### config.mk
export PLATFORM = sky130hd
export DESIGN_NAME = arm_regfile_mp_flat
export DESIGN_NICKNAME = d
export VERILOG_FILES = /design/src/rtl/arm_regfile_mp_if.sv /design/src/rtl/arm_regfile_mp.sv /design/src/flat_wrapper.sv
export SDC_FILE = /design/constraint.sdc
export NUM_CORES = 2
export LEC_CHECK = 0
export CORE_AREA = 4 4 435 437
export CTS_CLUSTER_SIZE = 8
export DETAILED_ROUTE_END_ITERATION = 10
export DIE_AREA = 0 0 439 441
export GPL_ROUTABILITY_DRIVEN = 0
export PLACE_DENSITY = 0.74
export SYNTH_ARGS = -nofsm -noshare
export SYNTH_HDL_FRONTEND = slang
export SYNTH_SLANG_ARGS = --single-unit
### constraint.sdc
create_clock -name clk -period 7.9 [get_ports clk]
set_input_delay 2.37 -clock clk [delete_from_list [all_inputs] [get_ports clk]]
set_output_delay 2.37 -clock clk [all_outputs]
set_load 0.03 [all_outputs]
### src/rtl/arm_regfile_mp_if.sv
// Bus bundle for arm_regfile_mp: decode-side read addresses, writeback port,
// debug tap and the Busy flag. The datapath side is the master, the register file is the slave.
interface arm_regfile_mp_if #(
  parameter int DATA_W = 64,
  parameter int ADDR_W = 5
);
  logic [ADDR_W-1:0] ReadReg1;
  logic [ADDR_W-1:0] ReadReg2;
  logic [ADDR_W-1:0] WriteReg;
  logic [DATA_W-1:0] WriteData;
  logic              RegWrite;
  logic [ADDR_W-1:0] DbgSel;
  logic [DATA_W-1:0] ReadData1;
  logic [DATA_W-1:0] ReadData2;
  logic [DATA_W-1:0] DbgData;
  logic              Busy;

  modport master (
    output ReadReg1, ReadReg2, WriteReg, WriteData, RegWrite, DbgSel,
    input  ReadData1, ReadData2, DbgData, Busy
  );

  modport slave (
    input  ReadReg1, ReadReg2, WriteReg, WriteData, RegWrite, DbgSel,
    output ReadData1, ReadData2, DbgData, Busy
  );
endinterface

### src/rtl/arm_regfile_mp.sv
// LEGv8 register file with a hardwired XZR, a reset-driven clear sequencer and a debug tap.
// Optional feature macro: RF_BYPASS_EN (write-to-read forwarding on all three read paths).
module arm_regfile_mp #(
  parameter int DATA_W   = 64,
  parameter int ADDR_W   = 5,
  parameter int NREGS    = 32,
  parameter int ZERO_REG = 31
) (
  input  logic                clk,
  input  logic                Reset,
  arm_regfile_mp_if.slave     bus
);

  typedef enum logic {CLEAR, RUN} state_t;

  localparam logic [ADDR_W-1:0] LAST_IDX = ADDR_W'(NREGS - 1);
  localparam logic [ADDR_W-1:0] XZR_IDX  = ADDR_W'(ZERO_REG);

  state_t            state;
  state_t            state_next;
  logic [ADDR_W-1:0] cnt;
  logic [ADDR_W-1:0] cnt_next;
  logic              clr_we;
  logic              run_we;
  logic [DATA_W-1:0] rf [NREGS];

  // An address is backed by storage only if it is in range and not XZR.
  function automatic logic addr_ok(input logic [ADDR_W-1:0] a);
    return (32'(a) < 32'(NREGS)) && (a != XZR_IDX);
  endfunction

  always_ff @(posedge clk) begin
    if (Reset) begin
      state <= CLEAR;
      cnt   <= '0;
    end else begin
      state <= state_next;
      cnt   <= cnt_next;
    end
  end

  always_comb begin
    state_next = state;
    cnt_next   = cnt;
    clr_we     = 1'b0;
    if (state == CLEAR) begin
      clr_we   = 1'b1;
      cnt_next = cnt + 1'b1;
      if (cnt == LAST_IDX) begin
        state_next = RUN;
      end
    end
  end

  assign run_we = (state == RUN) && bus.RegWrite && addr_ok(bus.WriteReg);

  // Reset suppresses both the clear step and any writeback on the same edge.
  always_ff @(posedge clk) begin
    if (!Reset) begin
      if (clr_we) begin
        rf[cnt] <= '0;
      end else if (run_we) begin
        rf[bus.WriteReg] <= bus.WriteData;
      end
    end
  end

  always_comb begin
    bus.ReadData1 = '0;
    bus.ReadData2 = '0;
    bus.DbgData   = '0;
    if (state == RUN) begin
      if (addr_ok(bus.ReadReg1)) bus.ReadData1 = rf[bus.ReadReg1];
      if (addr_ok(bus.ReadReg2)) bus.ReadData2 = rf[bus.ReadReg2];
      if (addr_ok(bus.DbgSel))   bus.DbgData   = rf[bus.DbgSel];
`ifdef RF_BYPASS_EN
      if (run_we && bus.WriteReg == bus.ReadReg1) bus.ReadData1 = bus.WriteData;
      if (run_we && bus.WriteReg == bus.ReadReg2) bus.ReadData2 = bus.WriteData;
      if (run_we && bus.WriteReg == bus.DbgSel)   bus.DbgData   = bus.WriteData;
`endif
    end
  end

  assign bus.Busy = (state == CLEAR);

endmodule

### src/flat_wrapper.sv
// flat-port wrapper written by rule: the top's interface ports become plain ports
module arm_regfile_mp_flat 
#(
  parameter int DATA_W   = 64,
  parameter int ADDR_W   = 5,
  parameter int NREGS    = 32,
  parameter int ZERO_REG = 31
)
  (clk, Reset, bus_ReadReg1, bus_ReadReg2, bus_WriteReg, bus_WriteData, bus_RegWrite, bus_DbgSel, bus_ReadData1, bus_ReadData2, bus_DbgData, bus_Busy);
  arm_regfile_mp_if #(.DATA_W(DATA_W), .ADDR_W(ADDR_W)) bus_i ();
  input  logic clk;
  input  logic Reset;
  input wire logic [$bits(bus_i.ReadReg1)-1:0] bus_ReadReg1;
  input wire logic [$bits(bus_i.ReadReg2)-1:0] bus_ReadReg2;
  input wire logic [$bits(bus_i.WriteReg)-1:0] bus_WriteReg;
  input wire logic [$bits(bus_i.WriteData)-1:0] bus_WriteData;
  input wire logic [$bits(bus_i.RegWrite)-1:0] bus_RegWrite;
  input wire logic [$bits(bus_i.DbgSel)-1:0] bus_DbgSel;
  output wire logic [$bits(bus_i.ReadData1)-1:0] bus_ReadData1;
  output wire logic [$bits(bus_i.ReadData2)-1:0] bus_ReadData2;
  output wire logic [$bits(bus_i.DbgData)-1:0] bus_DbgData;
  output wire logic [$bits(bus_i.Busy)-1:0] bus_Busy;
  assign bus_i.ReadReg1 = bus_ReadReg1;
  assign bus_i.ReadReg2 = bus_ReadReg2;
  assign bus_i.WriteReg = bus_WriteReg;
  assign bus_i.WriteData = bus_WriteData;
  assign bus_i.RegWrite = bus_RegWrite;
  assign bus_i.DbgSel = bus_DbgSel;
  assign bus_ReadData1 = bus_i.ReadData1;
  assign bus_ReadData2 = bus_i.ReadData2;
  assign bus_DbgData = bus_i.DbgData;
  assign bus_Busy = bus_i.Busy;
  arm_regfile_mp #(.DATA_W(DATA_W), .ADDR_W(ADDR_W), .NREGS(NREGS), .ZERO_REG(ZERO_REG)) u_core (.clk(clk), .Reset(Reset), .bus(bus_i));
endmodule
# --- After elaboration in Yosys (flattened, before gate mapping) ---
# Memories as Yosys holds them, arrays and structs flattened.
# Index checks and enable logic that the tools add are counted.
totals:
  reg_bits: 6
  ramBits: 2048
  input_bits: 87
  mem_count: 1
mem_list:
  columns: ["name", "depth", "width", "read_ports", "rd_clocked_by_memory_dff", "write_ports", "line", "text"]
  rows:
  - ["u_core.rf", 32, 64, 3, 0, 1, "arm_regfile_mp.sv:25", "logic [DATA_W-1:0] rf [NREGS];"]
op_classes:
  add_sub_neg: 1
  n_eq_ne: 5
  muxes: 18
  n_bitwise: 1
  reduce_logical: 3
ops:
  columns: ["cell", "n"]
  rows:
  - ["two-way mux 64 bit", 7]
  - ["OR reduction 64 bit", 1]
  - ["inequality test 5 bit (second input constant)", 4]
  - ["two-way mux 1 bit", 10]
  - ["adder 5 x 1 -> 5 bit (second input constant)", 1]
  - ["equality test 5 bit (second input constant)", 1]
  - ["two-way mux 5 bit", 1]
  - ["logical AND 1 bit", 2]
  - ["inverter 1 bit", 1]

# --- Depth between registers and ports, before layout ---
logic_depth:
  ltp_word: 8
  ltp_mapped: 9

# --- Worst setup path before layout ---
# Ideal clock, no wire load.
synth_path:
  kind: "input port to flip-flop"
  from: "input port Reset"
  to: "memory u_core.rf[24][0], enable pin"
  t_arrival_ns: 6.349
  t_required_ns: 7.414
  path_slack_ns: 1.065
  cell_stages: 6
  n_path_buf: 2
  cell_sequence: "clkbuf_1 > nand2b_1 > a211oi_4 > clkbuf_1 > a31oi_1 > nor2_1"
synth_between:
  elab_chain_len: 4
synth_rtl:
  columns: ["item", "line", "text"]
  rows:
  - ["start, declared", "flat_wrapper.sv:12", "input logic Reset;"]
  - ["two-way mux 1 bit", "arm_regfile_mp.sv:59", "if (!Reset) begin"]
  - ["two-way mux 1 bit (not written as such)", "arm_regfile_mp.sv:63", "rf[bus.WriteReg] <= bus.WriteData;"]
  - ["OR reduction 64 bit (no line)", null, null]
  - ["two-way mux 5 bit (no line) / two-way mux 1 bit (equally long branches)", null, null]
  - ["end, declared", "arm_regfile_mp.sv:25", null]
# Parallel ways exist; a longest one is shown, timed or not.

# --- Final worst setup path ---
layout_path:
  from: "input port bus_ReadReg1[4]"
  to: "output port bus_ReadData1[47]"
layout_between:
  elab_chain_len: 3
layout_rtl:
  columns: ["item", "line", "text"]
  rows:
  - ["start, declared", "flat_wrapper.sv:13", "input wire logic [$bits(bus_i.ReadReg1)-1:0] bus_ReadReg1;"]
  - ["memory (32 x 64 bit) / inequality test 5 bit (equally long branches)", null, null]
  - ["two-way mux 64 bit *", "arm_regfile_mp.sv:73", "if (addr_ok(bus.ReadReg1)) bus.ReadData1 = rf[bus.ReadReg1];"]
  - ["two-way mux 64 bit *", "arm_regfile_mp.sv:72", "if (state == RUN) begin"]
  - ["end, declared", "flat_wrapper.sv:19", "output wire logic [$bits(bus_i.ReadData1)-1:0] bus_ReadData1;"]
# Every way passes the cells marked *; elsewhere a longest branch is shown, timed or not.

==> metrics <==
result of the run finished, final reports clean; Register Area 61600 sq um; Starting Density 59.9%; Finished Layout Cells 8452; CP endpoint kind output port; Placeable Area 185000 sq um; share of post-route cells with drive strength above 1 40.5%; RSZ-0062 raised after global routing false; clk buf depth 4; DRC viols 0; Int Power 19.9 mW; slowest CP cell clkdlybuf4s50_1; critical path class input port to output port; Synthesis Warnings 0; CP required 5530 ps; Final Slew Violations 0; total gr overflow 0; DRT Pass-1 Iters 6; HP Class flop to flop; vias per cell 8.17; post-synth cell types 48; # hold bufs at CTS 0; Fillers 11400; die height 441 um; R2R depth 7; CTS Root Buffer Type clkbuf_16; global-route wire length before repair 508000 um; cell taking the most area after synthesis edfxtp_1; starting DRC count in detailed routing 11500; number of synthesized flops with an enable pin 2048; drt total wl 361000 um; Post-DRT Antenna Nets 0; Hold Path Origin u_core.cnt[1]$_SDFFE_PP0N_; row count 158; clk_lat worst skew 920 ps; hpwl dp 206000 um; Max VDD drop 0.209 mV; most frequent cell after synthesis edfxtp_1; switching power 5.53 mW; reg-to-reg endpoint u_core.rf[14][26]$_DFFE_PP_; achievable frequency 133 MHz; post-layout min period 7510 ps; CTS tree done; clk slew on worst S/H paths 50 ps; Syn Inst Count 5542; Reg power frac 47.1%; met2 GRT Util 57.0%; Hold Path End u_core.cnt[1]$_SDFFE_PP0N_; total number of vias 69100; Synth top cells by count 2048 x edfxtp_1, 1521 x mux4_2, 753 x mux2i_1; fin crit share 95.1%; Final Net Count 6010; CP arrival 5140 ps; TritonCTS sink count 2054; Setup Buffers After CTS 0; GRT Util Overall 37.5%; Top Ports 280; Fin. Hold Viols 0; sequential share of the synthesized area 55.6%; Final Power 25.4 mW; Area Growth Syn to Fin 14.6%; r2r startpoint u_core.state$_SDFF_PP0_; share of the synthesized area in the top cell type 55.5%; met1 Track Usage GR 50.1%; Post-synth ARST share 0%; H-tree depth 5; final core utilization 68.7%; Num CTS Buffers 307; grt met3 use 9.85%; vias in the first global route 69400; Seq cells post-synth 2054; Multi-input gate area 47100 sq um; width of the chip 439 um; Leak 39.6 nW; WHS Path Cells 2; cells along the critical path clkdlybuf4s50_1, and3_1, buf_4, nand2_1, buf_4, o221ai_1, buf_12; gr busiest metal met2; Sw Share 21.8%; Max FO, Critical Path 10; Top FF cell, synth edfxtp_1; total negative setup slack 0 ps; ranking of synthesized cells by area edfxtp_1 55%, mux4_2 31%, mux2i_1 6.8%, o221ai_1 1.4%, o22a_1 1.4%; most used cell, CP buf_4; final number of setup-violating endpoints 0; Worst-Margin Slew 1410 ps; Power Dens Cells 200 nW/um^2; worst relative slew slack 5.86%; Clock Skews 29.1 ps; critical path's largest stage delay 720 ps; die area 194000 sq um; largest net degree at the start of global routing 83; placed cells 8092; Comb power frac 7.9%; maxcap violations 0; syn_area_per_cell 20.0 sq um; slack of the worst reg-to-reg path 3660 ps; Resize count post-CTS 0; Netlist Area Pre-Place 111000 sq um; DR WL/cell 42.7 um; port bufs 279; clock share of power 45.0%; CP Launch Type input port; initial antenna violation count 15; Synth Net Count 5631
==> power by group through the flow <==
stage,clock [mW],sequential (mW),combinational (mW)
after floorplan,0,12.2,1.42
after global placement,0,12.2,1.99
after detailed placement,0,12.2,1.99
after CTS,11.5,12.0,2.00
after global routing,12.0,12.0,2.09
final,11.4,12.0,2.01
==> logic make-up (layout without fill, tap and decap cells) <==
logic type      after synthesis  in the layout  synth area share, %
compound gates              424            424                 3.22
other cells                   0             24                    0
fa+ha+maj                     2              2               0.0226
simple gates                246            246                 1.18
flops                      2054           2054                 55.6
xor+xnor                      3              3               0.0237
buf+inv                     533            939                 2.20
mux                        2280           2280                 37.8
==> through the flow <==
step	hold slack, ps	worst slack [ps]	cell area (sq um)
2_1_floorplan	538	1060	111000
5_1_grt	638	374	127000
3_5_place_dp	570	477	119000
6_report	579	387	127000
3_3_place_gp	559	445	119000
4_1_cts	580	448	127000
==> how the worst max path moves through the flow <==
stage | from | slack, ps | end | depth (start not counted)
2_1_floorplan | Reset | 1060 | u_core.rf[24][0]$_DFFE_PP_ | 6
3_3_place_gp | bus_ReadReg1[4] | 450 | bus_ReadData1[21] | 7
3_5_place_dp | bus_ReadReg1[4] | 480 | bus_ReadData1[7] | 7
4_1_cts | bus_ReadReg1[4] | 450 | bus_ReadData1[7] | 7
5_1_grt | bus_ReadReg1[4] | 370 | bus_ReadData1[47] | 7
6_report | bus_ReadReg1[4] | 390 | bus_ReadData1[47] | 7
==> placed cells by master (no fill, tap or decap), types with 15 or more instances in the layout <==
cell type	Yosys	routed
buf_4	37	319
edfxtp_1	2048	2048
buf_12	0	191
and2_1	66	66
o22ai_1	21	21
nor2b_1	15	15
clkbuf_16	0	315
mux2i_1	753	753
mux4_2	1521	1521
o22a_1	172	172
clkbuf_1	251	17
nor2_4	0	30
diode_2	0	24
nor2_1	52	22
clkdlybuf4s50_1	0	77
o221ai_1	175	175
nand2_1	41	39
==> metal layers <==
layer  part of all wire, %  up-vias
met1                    33    36200
met4                   6.7        0
met5                     0        -
met2                    47     6064
li1                      -    25600
met3                    14     1205
==> registers in the layout (all words and copies together), names as in the netlist <==
register / flops
u_core.cnt: 5
u_core.rf: 2048
u_core.state: 1
==> area by class of cell <==
class | instances | share of cell area (%)
clock buffer | 332 | 6.26
timing repair buffer | 596 | 5.61
antenna | 24 | 0.0473
multi-input combinational | 2955 | 37.1
tap | 2480 | 2.44
sequential | 2054 | 48.5
inverter | 7 | 0.0266
clock inverter | 4 | 0.0276
==> worst max-delay path, delay by kind of cell <==
family | cells | cell delay [ps]
buf+inv | 4 | 1400
compound gates | 1 | 630
simple gates | 2 | 730
No activity file was read; power rests on OpenSTA's default activity.
